`config.mk`:
```
export PLATFORM = sky130hd
export DESIGN_NAME = pipeline_hazard_ctrl
export DESIGN_NICKNAME = d
export VERILOG_FILES = /design/src/rtl/pipeline_hazard_ctrl_pkg.sv /design/src/rtl/hz_sat_counter.sv /design/src/rtl/pipeline_hazard_ctrl.sv
export SDC_FILE = /design/constraint.sdc
export NUM_CORES = 1
export LEC_CHECK = 0
export CORE_MARGIN = 3
export CORE_UTILIZATION = 40
export CTS_CLUSTER_DIAMETER = 80
export DETAILED_ROUTE_END_ITERATION = 10
export GPL_ROUTABILITY_DRIVEN = 0
export PLACE_DENSITY = 0.76
export SLEW_MARGIN = 20
export SYNTH_ARGS = -nofsm -noshare
export SYNTH_HDL_FRONTEND = slang
export SYNTH_SLANG_ARGS = --single-unit
```
`constraint.sdc`:
```
create_clock -name CLK -period 6.5 [get_ports CLK]
set_clock_uncertainty 0.2 [all_clocks]
set_input_delay 0.975 -clock CLK [delete_from_list [all_inputs] [get_ports CLK]]
set_output_delay 0.975 -clock CLK [all_outputs]
set_load 0.05 [all_outputs]
```
`src/rtl/pipeline_hazard_ctrl_pkg.sv`:
```
// pipeline_hazard_ctrl_pkg: shared encodings for the hazard controller
package pipeline_hazard_ctrl_pkg;
  typedef enum logic {ST_RUN = 1'b0, ST_DISCARD = 1'b1} state_t;
  localparam logic PC_SEL_PLUS4 = 1'b0;
  localparam logic PC_SEL_TARGET = 1'b1;
  localparam logic [1:0] MEM_NONE = 2'b00;
endpackage

```
`src/rtl/hz_sat_counter.sv`:
```
// hz_sat_counter: saturating event counter, clear wins over increment
module hz_sat_counter #(
  parameter int W = 32
) (
  input  logic         CLK,
  input  logic         RST,
  input  logic         clr,
  input  logic         inc,
  output logic [W-1:0] cnt
);
  logic [W-1:0] cnt_q, cnt_d;
  always_comb cnt_d = clr ? '0 : (inc && !(&cnt_q)) ? cnt_q + 1'b1 : cnt_q;
  always_ff @(posedge CLK or posedge RST)
    if (RST) cnt_q <= '0;
    else cnt_q <= cnt_d;
  assign cnt = cnt_q;
endmodule

```
`src/rtl/pipeline_hazard_ctrl.sv`:
```
// pipeline_hazard_ctrl: stall/flush/PC control for the 5-stage RV32I pipeline,
// with a DISCARD state covering a redirect that lands while a fetch is outstanding
module pipeline_hazard_ctrl
  import pipeline_hazard_ctrl_pkg::*;
#(
  parameter int CNT_W = 32,
  parameter int XLEN  = 32
) (
  input  logic             CLK,
  input  logic             RST,
  input  logic             IMEM_VALID,
  input  logic [4:0]       RS1_ID,
  input  logic [4:0]       RS2_ID,
  input  logic             USE_RS1_ID,
  input  logic             USE_RS2_ID,
  input  logic [4:0]       RD_DE,
  input  logic [1:0]       MemRead_DE,
  input  logic             BR_TAKEN_E,
  input  logic [XLEN-1:0]  BR_TARGET_E,
  input  logic             CLR_CNT,
  output logic             flush_FD,
  output logic             flush_DE,
  output logic             stall_FD,
  output logic             stall_DE,
  output logic             PC_WE,
  output logic             PC_SEL,
  output logic [XLEN-1:0]  PC_TARGET,
  output logic [CNT_W-1:0] CNT_LDUSE,
  output logic [CNT_W-1:0] CNT_FLUSH,
  output logic [CNT_W-1:0] CNT_FWAIT
);
  state_t state_q, state_d;
  logic [XLEN-1:0] tgt_q, tgt_d;
  logic load_use, inc_ldu, inc_fl, inc_fw;
  assign load_use = (MemRead_DE != MEM_NONE) && (RD_DE != 5'd0) &&
                    ((USE_RS1_ID && RS1_ID == RD_DE) || (USE_RS2_ID && RS2_ID == RD_DE));
  assign stall_DE = 1'b0;
  always_comb begin
    state_d   = state_q;
    tgt_d     = tgt_q;
    flush_FD  = 1'b0;
    flush_DE  = 1'b0;
    stall_FD  = 1'b0;
    PC_WE     = 1'b0;
    PC_SEL    = PC_SEL_PLUS4;
    PC_TARGET = '0;
    inc_ldu   = 1'b0;
    inc_fl    = 1'b0;
    inc_fw    = 1'b0;
    if (!RST) begin
      if (state_q == ST_DISCARD) begin
        flush_FD  = 1'b1;
        PC_SEL    = PC_SEL_TARGET;
        PC_TARGET = tgt_q;
        PC_WE     = IMEM_VALID;
        inc_fw    = !IMEM_VALID;
        state_d   = IMEM_VALID ? ST_RUN : ST_DISCARD;
      end else if (BR_TAKEN_E) begin
        // younger instructions die, so a coincident load-use is moot
        flush_FD  = 1'b1;
        flush_DE  = 1'b1;
        PC_SEL    = PC_SEL_TARGET;
        PC_TARGET = BR_TARGET_E;
        PC_WE     = IMEM_VALID;
        inc_fl    = 1'b1;
        state_d   = IMEM_VALID ? ST_RUN : ST_DISCARD;
        tgt_d     = IMEM_VALID ? tgt_q : BR_TARGET_E;
      end else if (load_use) begin
        stall_FD  = 1'b1;
        flush_DE  = 1'b1;
        PC_TARGET = BR_TARGET_E;
        inc_ldu   = 1'b1;
      end else begin
        flush_FD  = !IMEM_VALID;
        PC_WE     = IMEM_VALID;
        PC_TARGET = BR_TARGET_E;
        inc_fw    = !IMEM_VALID;
      end
    end
  end
  always_ff @(posedge CLK or posedge RST)
    if (RST) begin
      state_q <= ST_RUN;
      tgt_q   <= '0;
    end else begin
      state_q <= state_d;
      tgt_q   <= tgt_d;
    end
  hz_sat_counter #(.W(CNT_W)) u_cnt_ldu (.CLK(CLK), .RST(RST), .clr(CLR_CNT), .inc(inc_ldu), .cnt(CNT_LDUSE));
  hz_sat_counter #(.W(CNT_W)) u_cnt_fl  (.CLK(CLK), .RST(RST), .clr(CLR_CNT), .inc(inc_fl),  .cnt(CNT_FLUSH));
  hz_sat_counter #(.W(CNT_W)) u_cnt_fw  (.CLK(CLK), .RST(RST), .clr(CLR_CNT), .inc(inc_fw),  .cnt(CNT_FWAIT));
endmodule

```
Yosys cells after proc, flatten, opt, wreduce, memory -nomap -nowiden

Index checks and enable logic that the tools add are counted.

Shifts and indexed selects: 0
Divide/modulo/power cells: 0
Multipliers: 0
Multiplexer cells: 34
Bitwise gates (word level): 3
Reduce and logical (&&, ||, !) cells: 21
Equality and inequality tests: 2
Order comparisons: 0
Add/subtract/negate cells: 3

Operators with widths:

| kind                                           | number |
|---|---|
| 2-to-1 mux 32 bit                              | 8 |
| adder 32 x 1 -> 32 bit (second input constant) | 3 |
| AND reduction 32 bit                           | 3 |
| 2-to-1 mux 1 bit                               | 26 |
| equality test 5 bit                            | 2 |
| nonzero test 2 bit                             | 4 |
| logical AND 1 bit                              | 7 |
| nonzero test 5 bit                             | 1 |
| zero test 1 bit                                | 4 |
| AND reduction 4 bit                            | 1 |
| inverter 1 bit                                 | 3 |
| logical OR 1 bit                               | 1 |

Bits in writable memories: 0
Memories kept: 0
Bits in latches: 0
ROM bits: 0
Output and inout port bits: 134
Input port bits: 56
Word-level logic and storage cells: 68
Register bits: 129

Depth between registers and ports, before layout

Depth after elaboration: 11
Mapped depth: 9
Gate-level depth less buffers: 8

Cells and area by module

Synthesis repeated with hierarchy kept, for this count alone.

Cell total of the unflattened synthesis: 764
Area total of the unflattened synthesis: 7527.2 um^2

Modules (own cells, without submodules):

| module               | times used | area each (um^2) | cells each | sequential area each (um^2) |
|---|---|---|---|---|
| hz_sat_counter       | 3          | 1863.0           | 195        | 800.8 |
| pipeline_hazard_ctrl | 1          | 1938.1           | 179        | 825.8 |

Worst setup path after synthesis

OpenSTA, ideal clock, no wires.

Path kind: input-to-output
Start: in RST
End: out PC_WE
Stages on the path: 4
Path buffers: 1
Path slack: 0.438 ns
Required time: 5.325 ns
Data arrival time: 4.887 ns
Cells stage by stage: clkbuf_1 -> inv_1 -> nand2_1 -> a21oi_1

Cells in the longest elaborated chain, start to end: 1

Ends and longest elaborated chain:

| element          | RTL line                   | text |
|---|---|---|
| start, declared  | pipeline_hazard_ctrl.sv:10 | `input logic RST,` |
| 2-to-1 mux 1 bit | pipeline_hazard_ctrl.sv:50 | `if (!RST) begin` |
| end, declared    | pipeline_hazard_ctrl.sv:25 | `output logic PC_WE,` |

No other way between the ends.

Worst setup path after layout

Start: in RD_DE[1]
End: out flush_DE

Cells in the longest elaborated chain, start to end: 8
Elaborated cells on any way between the ends: 12
Classes of those cells: eq/ne: 2; mux: 4; reduce/logical: 6

Ends and longest elaborated chain:

| element               | RTL line                   | text |
|---|---|---|
| start, declared       | pipeline_hazard_ctrl.sv:16 | `input logic [4:0] RD_DE,` |
| equality test 5 bit   | pipeline_hazard_ctrl.sv:36 | `((USE_RS1_ID && RS1_ID == RD_DE) \|\| (USE_RS2_ID && RS2_ID == RD_DE));` |
| logical AND 1 bit     | pipeline_hazard_ctrl.sv:36 |  |
| logical OR 1 bit      | pipeline_hazard_ctrl.sv:36 |  |
| logical AND 1 bit (*) | pipeline_hazard_ctrl.sv:35 | `assign load_use = (MemRead_DE != MEM_NONE) && (RD_DE != 5'd0) &&` |
| 2-to-1 mux 1 bit (*)  | pipeline_hazard_ctrl.sv:68 | `end else if (load_use) begin` |
| 2-to-1 mux 1 bit (*)  | pipeline_hazard_ctrl.sv:58 | `end else if (BR_TAKEN_E) begin` |
| 2-to-1 mux 1 bit (*)  | pipeline_hazard_ctrl.sv:51 | `if (state_q == ST_DISCARD) begin` |
| 2-to-1 mux 1 bit (*)  | pipeline_hazard_ctrl.sv:50 |  |
| end, declared         | pipeline_hazard_ctrl.sv:22 | `output logic flush_DE,` |

Mark *: on every way between the ends. The rest lies on a longest branch, timed or not.

==> flow_summary.yaml <==
global_route:
  grt_overflow_total: 0
  grt_pass1_wl_mm: 30.95
  antenna_found_initial: 1
  grt_usage_pct: 19.49
  grt_pass1_vias: 6014
  grt_max_degree: 75
power:
  vdd_drop_max_v: 0.0001756
  power_uw: 2286
  p_leak_uw: 0.003852
  powerDensity_nw_per_um2: 235.7
final_layout:
  fin_util_pct: 57.45
  instances_no_fill: 1138
  syn_to_final_growth_pct: 38.62
  final_layout_size_suffix_gt1_share_pct: 9.586
  nets: 964
  stdcell_area_um2: 9697
  antenna_cells: 0
worst_setup_path:
  cp_max_fo: 4
  rrSetupSlack_ns: 2.97
  end_kind: "output pin"
  critPathKind: "input pin to output pin"
  cp-start-kind: "input pin"
  crit_arrival_ns: 3.88
  cp.required_ns: 5.32
clock_tree:
  cts_sinks: 129
  cts_buffers: 17
  max-clock-path-buffers: 2
  cts_resized: 0
  post_cts_buffers: 0
  clkSlewWorstSetupHoldPaths_ns: 0.06
  cts_tree: "done"
  cts_root_buffer: "clkbuf_16"
  clk_latency_ns: 0.41
  hold_buffers: 0
  cts_max_level: 4
synthesis:
  ys_top_cells_by_count: "dfrtp_1 (129), nor2_1 (109), xor2_1 (45)"
  avgSynthCellArea_um2: 9.622
  ys_ff_latch: 129
  syn_area_um2: 6995
  synth-edff-count: 0
  synth_most_common_cell: "dfrtp_1"
  synth.net_count: 786
  ys_warn_count: 0
  synth_cell_types: 47
  netlist_top_cells_area: "dfrtp_1 (46%), nor2_1 (5.8%), xor2_1 (5.6%)"
  synth_top_area_share_pct: 46.15
  yosysTopAreaCell: "dfrtp_1"
  synthArstFlopShare_pct: 100.0
  ys_seq_area_share_pct: 46.15
  synth-main-ff-cell: "dfrtp_1"
  syn-instance-count: 727
worst_hold_path:
  hold_class: "flop to flop"
place:
  postPlaceCellArea_um2: 9050
  dp_cells: 1106
  hpwl_mm: 12.91
  io_buffers: 188
detailed_routing:
  drtAntennaViolNets: 0
  drt_wl_total_mm: 18.85
  wl_met3_mm: 1.257
  drtPass1Iterations: 5
  first_iter_violations: 338
  drt-met1-wl_mm: 8.242
  dr_wl_met2_mm: 9.078
  wl_per_cell_um: 16.56
  drc: 0
  avgViaCountPerCell: 5.360
  top_layer: "met5"
  vias: 6100
floorplan:
  die_area_um2: 19110
  pin_count: 190
  initial_utilization_pct: 41.45
  row_count: 47
  core_area_um2: 16880
  die_h_um: 138.2
  die_w_um: 138.2
sta:
  min_period_ns: 5.052
  worst_pin_slew_ns: 1.086
  final_max_slew_viol_count: 0
  rsz0062_at_grt: "false"
  period_share_pct: 77.72
  timing.final.hold_violations: 0
  slew_headroom_pct: 27.61
  tns_ns: 0
  fmax_mhz: 197.9
  setup_viol: 0
outcome:
  outcome: "finished clean"
job:
  cap_viol_max_count: 0
-- cell families (layout without fill, tap and decap cells) --
group                      Yosys count  after routing  synth area share (%)
and+or+nand+nor                    329            329                 24.68
DFF                                129            129                 46.15
AOI/OAI and AO/OA                   85             85                 7.494
muxes                               70             70                 10.62
xor gates and xnor gates            61             61                 7.637
buffers and inverters               49            240                 2.826
adders and majority gates            3              3                0.5366
other                                1              1               0.05361
-- report_power, final --
part | internal, µW | switching [µW]
clock network | 673 | 366
logic | 152 | 196
registers | 858 | 39.8
-- cell type report --
class	instances	area [µm²]
Tap cell	220	275.3
Sequential cell	129	3229
Inverter	15	58.81
Timing Repair Buffer	193	1914
Fill cell	1475	7181
Clock buffer	20	466.7
Clock inverter	12	180.2
Multi-Input combinational cell	549	3572
-- metal layers --
layer,track usage [%],vias to the layer above
met4,5.876,2
met2,31.68,162
met1,24.44,2979
li1,-,2939
met5,0,-
met3,7.148,18
-- state kept, by name (all words and copies together), names as in the netlist --
signal	count
u_cnt_ldu.cnt	32
u_cnt_fw.cnt	32
u_cnt_fl.cnt	32
tgt_q	32
state_q	1
-- metrics by stage --
step / hold slack, ns / setup WS, ns
final: 0.3052 / 1.448
after global routing: 0.3136 / 1.273
after CTS: 0.3092 / 1.463
after detailed placement: 0.2960 / 1.461
after global placement: 0.2886 / 1.578
after floorplan: 0.2805 / 0.4381
-- path summary, 6_finish.rpt --
path | cells past startpoint | to | startpoint
max in group asynchronous | 3 | tgt_q[29] | RST
min reg2reg | 1 | tgt_q[25] | tgt_q[25]
max reg2reg | 6 | u_cnt_fw.cnt[13] | state_q
min | 1 | tgt_q[25] | tgt_q[25]
max | 8 | flush_DE | RD_DE[1]
min in group asynchronous | 2 | tgt_q[0] | RST
-- worst max-delay path, cell delays in order --
cell and delay, ns:
clkdlybuf4s50_1 0.48, xor2_1 0.19, nor4_1 0.47, nand3_1 0.35
a21oi_1 0.36, nor2_1 0.07, nor3_1 0.14, clkdlybuf4s50_1 0.83
-- cell usage in the layout, fill, tap and decap left out, types with 6 or more instances in the layout --
cell type / instances
and3_1: 19
and4_1: 10
or3_1: 29
xor2_1: 45
mux2_2: 32
clkbuf_16: 17
nand3_1: 39
mux2i_1: 36
o21ai_0: 30
or4_1: 9
nor2b_1: 6
nand4_1: 35
nor2_1: 109
a21oi_1: 40
clkdlybuf4s50_1: 187
inv_1: 14
nor3_1: 9
and2_1: 9
o31ai_1: 8
nand2_1: 32
xnor2_1: 16
dfrtp_1: 128
No activity file was read; power rests on OpenSTA's default activity.
